### src/rtl/asrn.sv
// asrn: parametrised addressable shift register with a fill counter and tap validity flag.
// Define ASRN_REGOUT_EN to register dout/dout_valid (one extra cycle of read latency).
module asrn #(
    parameter int N     = 8,
    parameter int DEPTH = 8,
    parameter int AW    = 3
) (
    input  logic          clk,
    input  logic          rst,
    input  logic          en,
    input  logic [N-1:0]  din,
    input  logic [AW-1:0] addr,
    output logic [N-1:0]  dout,
    output logic          dout_valid,
    output logic [AW:0]   fill,
    output logic          full
);
    localparam logic [AW:0] DEPTH_C = (AW+1)'(DEPTH);

    logic [N-1:0] stage_q [DEPTH];
    logic [N-1:0] stage_d [DEPTH];
    logic [AW:0]  fill_q;
    logic [AW:0]  fill_d;
    logic         full_q;
    logic         full_d;
    logic [N-1:0] rd_data_s;
    logic         rd_valid_s;

    // Next-state: shift on enable, fill counter saturates at DEPTH
    always_comb begin
        stage_d = stage_q;
        fill_d  = fill_q;
        if (en) begin
            stage_d[0] = din;
            for (int i = 1; i < DEPTH; i++) begin
                stage_d[i] = stage_q[i-1];
            end
            if (fill_q < DEPTH_C) begin
                fill_d = fill_q + {{AW{1'b0}}, 1'b1};
            end else begin
                fill_d = fill_q;
            end
        end else begin
            stage_d = stage_q;
            fill_d  = fill_q;
        end
        full_d = (fill_d == DEPTH_C);
    end

    // State registers with synchronous reset taking priority over shift
    always_ff @(posedge clk) begin
        if (rst) begin
            for (int i = 0; i < DEPTH; i++) begin
                stage_q[i] <= '0;
            end
            fill_q <= '0;
            full_q <= 1'b0;
        end else begin
            stage_q <= stage_d;
            fill_q  <= fill_d;
            full_q  <= full_d;
        end
    end

    // Tap mux: only a matching in-range stage can drive the read, so addr >= DEPTH reads 0/invalid
    always_comb begin
        rd_data_s  = '0;
        rd_valid_s = 1'b0;
        for (int i = 0; i < DEPTH; i++) begin
            if ({1'b0, addr} == (AW+1)'(i)) begin
                rd_data_s  = stage_q[i];
                rd_valid_s = ({1'b0, addr} < fill_q);
            end
        end
    end

`ifdef ASRN_REGOUT_EN
    logic [N-1:0] dout_q;
    logic [N-1:0] dout_d;
    logic         dout_valid_q;
    logic         dout_valid_d;

    // Registered read path samples every clock regardless of en
    always_comb begin
        dout_d       = rd_data_s;
        dout_valid_d = rd_valid_s;
    end

    // Output registers
    always_ff @(posedge clk) begin
        if (rst) begin
            dout_q       <= '0;
            dout_valid_q <= 1'b0;
        end else begin
            dout_q       <= dout_d;
            dout_valid_q <= dout_valid_d;
        end
    end

    assign dout       = dout_q;
    assign dout_valid = dout_valid_q;
`else
    assign dout       = rd_data_s;
    assign dout_valid = rd_valid_s;
`endif

    assign fill = fill_q;
    assign full = full_q;
endmodule

### config.mk
export PLATFORM = sky130hd
export DESIGN_NAME = asrn
export DESIGN_NICKNAME = d
export VERILOG_FILES = /design/src/rtl/asrn.sv
export SDC_FILE = /design/constraint.sdc
export NUM_CORES = 1
export LEC_CHECK = 0
export CORE_MARGIN = 2
export CORE_UTILIZATION = 60
export CTS_BUF_LIST = sky130_fd_sc_hd__clkbuf_4
export CTS_CLUSTER_SIZE = 10
export DETAILED_ROUTE_END_ITERATION = 6
export GPL_ROUTABILITY_DRIVEN = 0
export PLACE_DENSITY = 0.86
export SLEW_MARGIN = 30
export SYNTH_ARGS = -nofsm -noshare
export SYNTH_HDL_FRONTEND = slang
export SYNTH_SLANG_ARGS = --single-unit
### constraint.sdc
create_clock -name clk -period 1.55 [get_ports clk]
set_input_delay 0.2325 -clock clk [delete_from_list [all_inputs] [get_ports clk]]
set_output_delay 0.2325 -clock clk [all_outputs]
set_load 0.02 [all_outputs]
# After elaboration in Yosys (flattened, before gate mapping)
# Cells that the tools add are included.
dict set report word_totals {
  reg_bits 69
  output_inout_bits 14
  elab_cells 40
}
dict set report op_classes {
  n_addsub 1
  n_lt_le_gt_ge 2
  n_eq_ne 8
  mux 18
  reduce_logical 1
}
# operator count
set ops {}
lappend ops {{$mux 8} 8}
lappend ops {{$eq 3x3->1 const B} 4}
lappend ops {{$mux 1} 8}
lappend ops {{$mux 4} 2}
lappend ops {{$eq 3x2->1 const B} 2}
lappend ops {{$add 4x1->4 const B} 1}
lappend ops {{$eq 4x4->1 const B} 1}
lappend ops {{$lt 3x4->1} 1}
lappend ops {{$lt 4x4->1 const B} 1}
lappend ops {{$eq 3x1->1 const B} 1}
lappend ops {{$logic_not 3->1} 1}

# Depth between registers and ports, before layout
dict set report logic_depth {
  depth_word 9
  mapped_depth 7
  ltp_nobuf 5
}

# Least setup slack after synthesis
# Ideal clock, no wire load.
dict set report synth_timing {
  path_kind {register to output}
  from {register fill_q[1] (netlist: fill[1])}
  to {output dout_valid}
  t_arrival_ns 1.306
  t_required_ns 1.317
  setup_slack_ns 0.011
  path_stages_with_launch 6
  path_buffers 0
  path_cell_list {dfxtp_1 -> inv_1 -> ha_1 -> a21boi_0 -> o21ai_0 -> a21o_1}
}
dict set report synth_via {
  elab_chain_len 9
}
# item line_no
set synth_lines {}
lappend synth_lines {{start: declaration} 22} ;# logic [AW:0] fill_q;
lappend synth_lines {{start signal: assignment} 60} ;# fill_q <= fill_d;
lappend synth_lines {{$lt 3x4->1 *} 72} ;# rd_valid_s = ({1'b0, addr} < fill_q);
lappend synth_lines {{$mux 1 (7 in a row)} 70} ;# if ({1'b0, addr} == (AW+1)'(i)) begin
lappend synth_lines {{$mux 1 *} 70}
lappend synth_lines {{end: declaration} 14} ;# output logic dout_valid,
# Mark *: on every way between the ends. The rest lies on a longest branch, timed or not.

# Worst setup path in the final report
dict set report layout_timing {
  from {input addr[1]}
  to {output dout[1]}
}
dict set report layout_via {
  elab_chain_len 9
  word_cells_on_any_way 16
  cone_classes {eq/ne (7); mux (8); reduce/logical (1)}
}
# item line_no
set layout_lines {}
lappend layout_lines {{start: declaration} 12} ;# input logic [AW-1:0] addr,
lappend layout_lines {{$logic_not 3->1} 70}
lappend layout_lines {{$mux 8 (7 in a row)} 70}
lappend layout_lines {{$mux 8 *} 70}
lappend layout_lines {{end: declaration} 13} ;# output logic [N-1:0] dout,
# Marks and branches as above.

==> results.yml <==
clock_network:
  cts_tree: "yes"
  clock_latency_ns: 0.43
  cts_root_buf: "clkbuf_4"
  htreeDepth: 3
  numCtsBuffers: 9
  hold_buffers: 0
  cts_buffer_depth: 2
  clk_pin_slew_ns: 0.11
  cts.sinks: 69
route:
  drc: 0
  via_per_inst: 5.51
  first_pass_iters: 4
  ant_nets: 0
  post_drt_wl_per_cell_um: 15.7
  vias: 2754
  drt_iter0_drc: 99
  routed_wl_mm: 7.83
place:
  placedCellCount: 476
  dp_hpwl_mm: 5.00
  portBuffers: 27
  place_area_um2: 4080
  pre_cts_ws_ns: -0.907
grt:
  grt_pass1_vias: 2831
  grt_util_met3_pct: 7.79
  grt_busiest_layer: "met2"
  grt_overflow: 0
  track_usage_pct: 27.2
  grt_util_met2_pct: 49.5
  grt_use_met1_pct: 29.0
  grt_pass1_wl_mm: 12.8
  grt_max_degree: 69
  antenna_found_initial: 0
synthesis:
  synth_xor_area_share_pct: 0.537
  syn_inst: 327
  synth-simple-area-share_pct: 11.5
  ys_seq_elements: 69
  synthAdderAreaFrac_pct: 1.15
  yosys-top-cells-count: "76 x nor2_1, 72 x mux2i_1, 69 x dfxtp_1"
  synth_top_area_cell: "dfxtp_1"
  yosysUniqueCellTypes: 33
  synthMuxAreaShare_pct: 30.4
  syn_area_um2: 3260
  syn_nets: 344
  yosysSeqAreaShare_pct: 42.3
  synthTopCellsByArea: "dfxtp_1 42%, mux2i_1 22%, nor2_1 8.7%, mux4_2 3.5%, a21oi_1 2.5%"
  ys_warn_count: 0
  yosysMostFrequentCell: "nor2_1"
  synth_compound_area_share_pct: 7.86
  avgSynthCellArea_um2: 9.98
  synth_top_family_by_area: "multiplexers"
  async_flop_share_pct: 0
  synth-edff-count: 0
  yosysTopAreaCellShare_pct: 42.3
  ys.flop_type: "dfxtp_1"
timing:
  finalSetupViolCount: 9
  rsz0062_at_grt: "true"
  hold_viol: 0
  fmax_ghz: 0.526
  hold_ws_ns: 0.167
  tightest_slew_ns: 0.464
  slew_viol_final: 0
  finalWorstSetupSlack_ns: -0.350
  fin_skew_ns: 0.00780
  fin_crit_sh_pct: 123
  relSlewSlack_pct: 69.0
  fin_crit_ns: 1.90
  setup_tns_ns: -2.41
outcome:
  status: "finished, violations left"
  violations: "setup timing"
pwr:
  ir_drop_mv: 0.845
  power_mw: 3.95
  p_per_area_nw_per_um2: 904
  power.leakage_nw: 2.06
layout:
  fin_cells: 500
  n_fill_cell: 279
  drive_gt1_share_pct: 35.8
  final_util_pct: 84.5
  diodes: 0
  nNetsFinal: 442
  syn2layout_area_growth_pct: 34.1
  design_area_um2: 4370
worst_setup_path:
  worstPathArrival_ns: 1.67
  end_kind: "output port"
  r2r_start: "fill[1]"
  ff2ff_path_depth: 6
  worstReg2RegEnd: "full"
  start_kind: "primary input"
  path_max_fanout: 11
  regToRegSetupSlack_ns: 0.16
  cp.required_ns: 1.32
  criticalPathCategory: "primary input to output port"
worst_hold_path:
  hold_start: "en"
  hold_class: "primary input to flop"
  whs_endpoint: "fill[3]"
  hold_depth: 3
die:
  boundaryPins: 28
  rows: 26
  dieHeight_um: 77.7
  die_x_um: 77.7
  core_um2: 5170
  initial_core_util_pct: 63.1
  die_area_um2: 6040
run:
  cap_violations: 0
cells by family after synthesis:
family | count (synthesis)
flip-flops | 69
AND/OR/NAND/NOR | 89
buffers and inverters | 38
multiplexers | 87
adder cells (fa/ha/maj) | 3
AO/OA/AOI/OAI | 39
XOR/XNOR | 2
per-layer routing:
layer	vias up	wire length [µm]
met4	0	271
met1	1335	3160
li1	1332	-
met3	28	282
met5	-	0
met2	59	4120
timing repair:
item,in CTS,in global routing
setup endpoints to repair,14,11
setup buffers,7,0
pin swaps,3,1
resized for setup,83,6
cloned,1,0
worst max-delay path by stage:
stage,cells past startpoint,to,start
after detailed placement,6,dout[1],addr[0]
after global placement,6,dout[2],addr[1]
after global routing,6,dout[1],addr[1]
after floorplan,5,dout_valid,fill[1]
after CTS,4,dout[1],stage_q[17]
final,6,dout[1],addr[1]
registers in the layout, summed over array words and instances, names as in the netlist:
register,flops
full,1
fill,4
stage_q,64
power breakdown:
group	switching, mW	internal (mW)	total, mW	leakage [nW]
combinational	0.252	0.251	0.504	1.39
clock	0.656	0.972	1.63	0.106
sequential	0.0191	1.80	1.82	0.566
total	0.928	3.03	3.95	2.06
layout make-up:
cell class	count	area, µm²	area share, %
timing repair buffer	113	942	21.5
clock inverter	7	138	3.15
inverter	12	45.0	1.03
tap	70	87.6	2.00
sequential	69	1400	32.0
multi-input combinational	220	1690	38.7
clock buffer	9	67.6	1.55
critical path, cell delays in order:
cell and delay [ns]:
clkdlybuf4s15_1 0.34, buf_6 0.22, mux2_2 0.34, a32oi_1 0.27, a21oi_2 0.10, buf_4 0.16
placed cells by master (no fill, tap or decap), types with 2 or more instances in the layout:
cell type        netlist  routed
buf_4                  5      85
nor2_1                76      76
mux2i_1               72      72
dfxtp_1               69      55
a21oi_1               16      15
dfxtp_2                0      14
inv_1                 11      10
clkbuf_4               0       9
mux4_2                 5       8
clkdlybuf4s50_1        0       8
mux2_2                 7       7
a32oi_1                7       7
o21ai_0                8       6
nor2b_1                7       6
buf_2                  9       5
bufinv_16              0       4
dlygate4sd2_1          0       4
buf_6                  2       4
buf_12                 1       3
o21ai_1                0       2
xnor2_1                2       2
ha_1                   3       2
clkinv_2               0       2
Power figures use the tool's default switching activity.
